`config.mk`:
```
export PLATFORM = sky130hd
export DESIGN_NAME = adc_spi_responder
export DESIGN_NICKNAME = d
export VERILOG_FILES = /design/src/rtl/adc_spi_responder.sv
export SDC_FILE = /design/constraint.sdc
export NUM_CORES = 1
export LEC_CHECK = 0
export CAP_MARGIN = 30
export CORE_ASPECT_RATIO = 1.5
export CORE_UTILIZATION = 55
export CTS_BUF_LIST = sky130_fd_sc_hd__clkbuf_4
export DETAILED_ROUTE_END_ITERATION = 10
export PLACE_DENSITY = 0.76
export SETUP_SLACK_MARGIN = 0.5
export SKIP_CTS_REPAIR_TIMING = 1
export SYNTH_ARGS = -nofsm -noshare
export SYNTH_HDL_FRONTEND = slang
export SYNTH_SLANG_ARGS = --single-unit
```
`constraint.sdc`:
```
create_clock -name clk_usb -period 7.1 [get_ports clk_usb]
set_input_delay 1.42 -clock clk_usb [delete_from_list [all_inputs] [get_ports clk_usb]]
set_output_delay 1.42 -clock clk_usb [all_outputs]
set_load 0.01 [all_outputs]
```
`src/rtl/adc_spi_responder.sv`:
```
// rtl/adc_spi_responder.sv - 3-wire SEN/SCLK/SDATA register responder with SDOUT readout.
// Optional saturating abort counter enabled by ADC_RESP_ERRCNT_EN.
module adc_spi_responder #(
    parameter int pNUM_REGS    = 8,
    parameter int pSYNC_STAGES = 2
) (
    input  logic       clk_usb,
    input  logic       reset_n,
    input  logic       adc_reset,
    input  logic       adc_sen,
    input  logic       adc_sclk,
    input  logic       adc_sdata,
    output logic       adc_sdout,
    input  logic [7:0] cfg_addr,
    output logic [7:0] cfg_data,
    output logic       frame_done,
    output logic [7:0] frame_addr,
    output logic [7:0] frame_data,
    output logic       frame_err,
    output logic [7:0] err_count
);
    localparam int IDXW = (pNUM_REGS > 1) ? $clog2(pNUM_REGS) : 1;

    typedef enum logic [1:0] {
        ST_IDLE,
        ST_ADDR,
        ST_DATA,
        ST_DONE
    } state_t;

    logic [pSYNC_STAGES-1:0] sen_sync_q, sen_sync_d;
    logic [pSYNC_STAGES-1:0] sclk_sync_q, sclk_sync_d;
    logic [pSYNC_STAGES-1:0] sdata_sync_q, sdata_sync_d;
    logic [pSYNC_STAGES-1:0] rst_sync_q, rst_sync_d;

    logic       sen_prev_q, sen_prev_d;
    logic       sclk_prev_q, sclk_prev_d;
    state_t     state_q, state_d;
    logic [2:0] bit_cnt_q, bit_cnt_d;
    logic [7:0] addr_sh_q, addr_sh_d;
    logic [7:0] data_sh_q, data_sh_d;
    logic [7:0] out_sh_q, out_sh_d;
    logic [7:0] rd_byte_q, rd_byte_d;
    logic       rd_mode_q, rd_mode_d;
    logic       sdout_q, sdout_d;
    logic       frame_done_q, frame_done_d;
    logic       frame_err_q, frame_err_d;
    logic [7:0] frame_addr_q, frame_addr_d;
    logic [7:0] frame_data_q, frame_data_d;
    logic [7:0] regs_q [pNUM_REGS];
    logic [7:0] regs_d [pNUM_REGS];

    logic       sen_s, sclk_s, sdata_s, rst_s;
    logic       sclk_rise, sclk_fall, sen_rise, sen_fall;
    logic [7:0] cap_addr, cap_byte, commit_data;
    logic       commit_in_range;

    assign sen_s   = sen_sync_q[pSYNC_STAGES-1];
    assign sclk_s  = sclk_sync_q[pSYNC_STAGES-1];
    assign sdata_s = sdata_sync_q[pSYNC_STAGES-1];
    assign rst_s   = rst_sync_q[pSYNC_STAGES-1];

    assign sclk_rise = sclk_s & ~sclk_prev_q;
    assign sclk_fall = ~sclk_s & sclk_prev_q;
    assign sen_rise  = sen_s & ~sen_prev_q;
    assign sen_fall  = ~sen_s & sen_prev_q;

    // Address as it will stand once the current falling edge is shifted in.
    assign cap_addr        = {addr_sh_q[6:0], sdata_s};
    assign cap_byte        = (int'(cap_addr) < pNUM_REGS) ? regs_q[cap_addr[IDXW-1:0]] : 8'h00;
    assign commit_data     = {data_sh_q[6:0], sdata_s};
    assign commit_in_range = int'(addr_sh_q) < pNUM_REGS;

    assign cfg_data = (int'(cfg_addr) < pNUM_REGS) ? regs_q[cfg_addr[IDXW-1:0]] : 8'h00;

    always_comb begin
        sen_sync_d   = {sen_sync_q[pSYNC_STAGES-2:0], adc_sen};
        sclk_sync_d  = {sclk_sync_q[pSYNC_STAGES-2:0], adc_sclk};
        sdata_sync_d = {sdata_sync_q[pSYNC_STAGES-2:0], adc_sdata};
        rst_sync_d   = {rst_sync_q[pSYNC_STAGES-2:0], adc_reset};
        sen_prev_d   = sen_s;
        sclk_prev_d  = sclk_s;

        state_d      = state_q;
        bit_cnt_d    = bit_cnt_q;
        addr_sh_d    = addr_sh_q;
        data_sh_d    = data_sh_q;
        out_sh_d     = out_sh_q;
        rd_byte_d    = rd_byte_q;
        rd_mode_d    = rd_mode_q;
        sdout_d      = sdout_q;
        frame_done_d = 1'b0;
        frame_err_d  = 1'b0;
        frame_addr_d = frame_addr_q;
        frame_data_d = frame_data_q;
        regs_d       = regs_q;

        if (rst_s) begin
            // Pin-level reset silently discards any frame in flight.
            state_d   = ST_IDLE;
            bit_cnt_d = 3'd0;
            sdout_d   = 1'b0;
            rd_mode_d = 1'b0;
            for (int i = 0; i < pNUM_REGS; i++) begin
                regs_d[i] = 8'h00;
            end
        end else if (sen_rise) begin
            if (state_q == ST_ADDR || state_q == ST_DATA) begin
                frame_err_d = 1'b1;
            end
            state_d = ST_IDLE;
            sdout_d = 1'b0;
        end else begin
            case (state_q)
                ST_IDLE: begin
                    sdout_d = 1'b0;
                    if (sen_fall) begin
                        state_d   = ST_ADDR;
                        bit_cnt_d = 3'd0;
                    end
                end
                ST_ADDR: begin
                    if (sclk_fall) begin
                        addr_sh_d = cap_addr;
                        bit_cnt_d = bit_cnt_q + 3'd1;
                        if (bit_cnt_q == 3'd7) begin
                            state_d   = ST_DATA;
                            rd_mode_d = regs_q[0][0];
                            rd_byte_d = cap_byte;
                            out_sh_d  = cap_byte;
                        end
                    end
                end
                ST_DATA: begin
                    if (sclk_rise) begin
                        sdout_d  = rd_mode_q & out_sh_q[7];
                        out_sh_d = {out_sh_q[6:0], 1'b0};
                    end else if (sclk_fall) begin
                        data_sh_d = commit_data;
                        bit_cnt_d = bit_cnt_q + 3'd1;
                        if (bit_cnt_q == 3'd7) begin
                            state_d      = ST_DONE;
                            sdout_d      = 1'b0;
                            frame_done_d = 1'b1;
                            frame_addr_d = addr_sh_q;
                            frame_data_d = rd_mode_q ? rd_byte_q : commit_data;
                            // In readout mode only register 0 stays writable so it can be turned off.
                            if (commit_in_range && (!regs_q[0][0] || addr_sh_q == 8'h00)) begin
                                if (addr_sh_q == 8'h00 && commit_data[1]) begin
                                    for (int i = 0; i < pNUM_REGS; i++) begin
                                        regs_d[i] = 8'h00;
                                    end
                                end else begin
                                    regs_d[addr_sh_q[IDXW-1:0]] = commit_data;
                                end
                            end
                        end
                    end
                end
                ST_DONE: begin
                    sdout_d = 1'b0;
                end
                default: begin
                    state_d = ST_IDLE;
                end
            endcase
        end
    end

    always_ff @(posedge clk_usb or negedge reset_n) begin
        if (!reset_n) begin
            sen_sync_q   <= '1;
            sclk_sync_q  <= '0;
            sdata_sync_q <= '0;
            rst_sync_q   <= '0;
            sen_prev_q   <= 1'b1;
            sclk_prev_q  <= 1'b0;
            state_q      <= ST_IDLE;
            bit_cnt_q    <= 3'd0;
            addr_sh_q    <= 8'h00;
            data_sh_q    <= 8'h00;
            out_sh_q     <= 8'h00;
            rd_byte_q    <= 8'h00;
            rd_mode_q    <= 1'b0;
            sdout_q      <= 1'b0;
            frame_done_q <= 1'b0;
            frame_err_q  <= 1'b0;
            frame_addr_q <= 8'h00;
            frame_data_q <= 8'h00;
            for (int i = 0; i < pNUM_REGS; i++) begin
                regs_q[i] <= 8'h00;
            end
        end else begin
            sen_sync_q   <= sen_sync_d;
            sclk_sync_q  <= sclk_sync_d;
            sdata_sync_q <= sdata_sync_d;
            rst_sync_q   <= rst_sync_d;
            sen_prev_q   <= sen_prev_d;
            sclk_prev_q  <= sclk_prev_d;
            state_q      <= state_d;
            bit_cnt_q    <= bit_cnt_d;
            addr_sh_q    <= addr_sh_d;
            data_sh_q    <= data_sh_d;
            out_sh_q     <= out_sh_d;
            rd_byte_q    <= rd_byte_d;
            rd_mode_q    <= rd_mode_d;
            sdout_q      <= sdout_d;
            frame_done_q <= frame_done_d;
            frame_err_q  <= frame_err_d;
            frame_addr_q <= frame_addr_d;
            frame_data_q <= frame_data_d;
            for (int i = 0; i < pNUM_REGS; i++) begin
                regs_q[i] <= regs_d[i];
            end
        end
    end

    assign adc_sdout  = sdout_q;
    assign frame_done = frame_done_q;
    assign frame_err  = frame_err_q;
    assign frame_addr = frame_addr_q;
    assign frame_data = frame_data_q;

`ifdef ADC_RESP_ERRCNT_EN
    logic [7:0] err_cnt_q, err_cnt_d;

    always_comb begin
        err_cnt_d = err_cnt_q;
        if (frame_err_d && err_cnt_q != 8'hFF) begin
            err_cnt_d = err_cnt_q + 8'd1;
        end
    end

    always_ff @(posedge clk_usb or negedge reset_n) begin
        if (!reset_n) begin
            err_cnt_q <= 8'h00;
        end else begin
            err_cnt_q <= err_cnt_d;
        end
    end

    assign err_count = err_cnt_q;
`else
    assign err_count = 8'h00;
`endif

endmodule

```
==> results.yml <==
cts:
  cts-root-buf: "clkbuf_4"
  clock-sinks: 130
  cts_made_buffers: 17
  cts_max_path_buffers: 2
  clk_pin_slew_ps: 110
  cts_tree: "built"
  htreeDepth: 4
  clock_latency_ps: 550
power_and_ir_drop:
  vdd_drop_max_uv: 135
  pwr-share-seq_pct: 51.9
  p_clk_share_pct: 39.0
  power.leakage_uw: 0.00320
  p_comb_share_pct: 9.1
  internal-power_uw: 1080
  p_switching_uw: 387
  power.density_nw_per_um2: 197
  swShare_pct: 26.4
  power_uw: 1470
sta:
  finClkSkew_ps: 21.6
  setup_tns_ps: 0
  setup_viol: 0
  hold_violations: 0
  final-max-slew-violation-count: 0
  fin_ws_ps: 2100
  whs_ps: 358
  worst_pin_slew_ps: 1050
  period_minus_slack_ps: 5000
  fin_crit_sh_pct: 70.5
  max_freq_mhz: 200
  slew_headroom_pct: 29.7
  rsz0062_at_grt: "no"
floorplan:
  die_area_um2: 12500
  rows: 48
  start_util_pct: 57.1
  core_um2: 11600
  die_x_um: 91.5
  io_pins: 49
  die_h_um: 136
critical_path:
  worstSetupStartpointType: "primary input"
  cp.required_ps: 5680
  reg2reg_depth: 6
  crit_start: "cfg_addr[1]"
  timing.rr.start: "state_q[0]$_DFFE_PN0P_"
  rrSetupSlack_ps: 3980
  r2r-end: "regs_q[34]$_DFFE_PN0P_"
  path_class: "in -> out"
  cp.arrival_ps: 3580
  endpoint_kind: "output pin"
  crit_end: "cfg_data[7]"
  crit_fanout: 16
placement:
  dpl.hpwl_um: 11400
  pre_cts_ws_ps: 2120
  gp_congestion: 0.876
  placedCellCount: 712
  io_buffers: 40
layout:
  stdcell_count: 745
  drive_gt1_share_pct: 16.5
  finalNetCount: 601
  layout_common_cells: "126 x dfrtp_1, 47 x mux2i_1, 41 x a22o_1"
  final_common_cell: "dfrtp_1"
  syn2layout_area_growth_pct: 12.3
global_routing:
  antenna_found_initial: 1
  grt_start_max_net_pins: 49
  grt_pass1_vias: 5129
  grt_pass1_wl_um: 27400
  grt_use_total_pct: 29.2
  globalRoute.totalOverflow: 0
logic_synthesis:
  synth_edf_count: 0
  yosysTopAreaCell: "dfrtp_1"
  ys.flop_type: "dfrtp_1"
  netlist_instances: 560
  yosysUniqueCellTypes: 57
  syn_avg_cell_area_um2: 11.8
  synthArstFlopShare_pct: 100
  synth_area_leaders: "dfrtp_1 48%, mux2i_1 7.1%, mux4_2 6.1%"
  ys_warn_count: 0
  syn-cell-area_um2: 6610
  yosys_register_bits: 130
  yosysSeqAreaShare_pct: 49.2
  yosysTopAreaCellShare_pct: 48.1
route:
  drc_errors: 0
  first_pass_iters: 5
  wl_per_cell_um: 22.6
  vias_per_cell: 6.73
  vias: 5011
  drtIter0Drc: 431
  antenna_left: 0
  drt_wl_total_um: 16800
min_path:
  hp-class: "reg -> reg"
flow_run:
  max_cap_viol_count: 0
status:
  status: "finished clean"
[worst max-delay path, cell delays in order]
cell and delay [ps]:
clkdlybuf4s50_1 980, mux4_2 420, mux2i_1 200, nor2_1 60, clkdlybuf4s50_1 490
[sequential cells by signal (all words and copies together) (netlist names), 2 cells and up]
| register | cells |
|---|---|
| state_q | 2 |
| rst_sync_q | 2 |
| addr_sh_q | 8 |
| out_sh_q | 8 |
| bit_cnt_q | 3 |
| sen_sync_q | 2 |
| data_sh_q | 7 |
| sclk_sync_q | 2 |
| sdata_sync_q | 2 |
| regs_q | 64 |
| rd_byte_q | 8 |
| frame_addr | 8 |
| frame_data | 8 |
[cell families (layout without fill, tap and decap cells)]
group | count (synthesis) | count (layout) | share of synthesized area [%]
muxes | 88 | 88 | 17.2
other | 1 | 9 | 0.0567
adders and majority gates | 7 | 7 | 1.29
and+or+nand+nor | 131 | 131 | 12.2
AOI/OAI and AO/OA | 141 | 141 | 15.8
buffers and inverters | 62 | 89 | 4.24
DFF | 130 | 130 | 49.2
[Yosys cell counts (4+ instances only)]
master,n
a22o_1,41
nand2_1,19
clkbuf_1,30
nor2_1,30
mux2i_1,47
o31ai_1,4
or4_1,5
nand4b_1,8
a22oi_1,14
mux2_2,23
nand2b_1,4
inv_1,8
a21oi_1,21
buf_2,7
dfrtp_1,127
nor3_1,5
o21ai_0,24
nor2b_1,14
o211ai_1,7
ha_1,6
buf_4,8
a32o_1,16
nand3_1,9
nand4_1,11
buf_1,7
mux4_2,18
[layer usage]
layer  part of all wire (%)  vias up  GRT usage (%)
met3                    6.8       38           5.93
met2                     51      244           48.7
met5                      0        -              0
met4                    3.0        0           15.4
met1                     39     2560           35.8
li1                       -     2169              -
[worst min-delay path by stage]
stage | startpoint | to | cells after the start
final | sdata_sync_q[0]$_DFF_PN0_ | sdata_sync_q[1]$_DFF_PN0_ | 0
after global routing | sclk_sync_q[0]$_DFF_PN0_ | sclk_sync_q[1]$_DFF_PN0_ | 0
after CTS | sdata_sync_q[0]$_DFF_PN0_ | sdata_sync_q[1]$_DFF_PN0_ | 0
after detailed placement | sdata_sync_q[0]$_DFF_PN0_ | sdata_sync_q[1]$_DFF_PN0_ | 0
after global placement | rst_sync_q[0]$_DFF_PN0_ | rst_sync_q[1]$_DFF_PN0_ | 0
after floorplan | rst_sync_q[0]$_DFF_PN0_ | rst_sync_q[1]$_DFF_PN0_ | 0
[stage by stage]
step | utilization [%] | area (um2)
after floorplan | - | 6640
after global placement | 60.4 | 7000
after detailed placement | 61.2 | 7090
after CTS | 64.0 | 7420
after global routing | 64.1 | 7420
final | 64.1 | 7420
[power by group through the flow]
stage | clock network [uW] | logic (uW) | registers, uW
floorplan | 0 | 91.2 | 764
global placement | 0 | 118 | 778
detailed placement | 0 | 130 | 776
CTS | 578 | 131 | 761
global route | 610 | 144 | 763
finish | 572 | 133 | 762
[cell type report]
class                      count  area [um2]
clock buffer                  19         143
antenna                        1        2.50
sequential                   130        3260
timing repair buffer          49         515
clock inverter                13         185
fill                         887        4170
multi-input combinational    375        3100
tap                          150         188
inverter                       8        30.0
No activity file was read; power rests on OpenSTA's default activity.
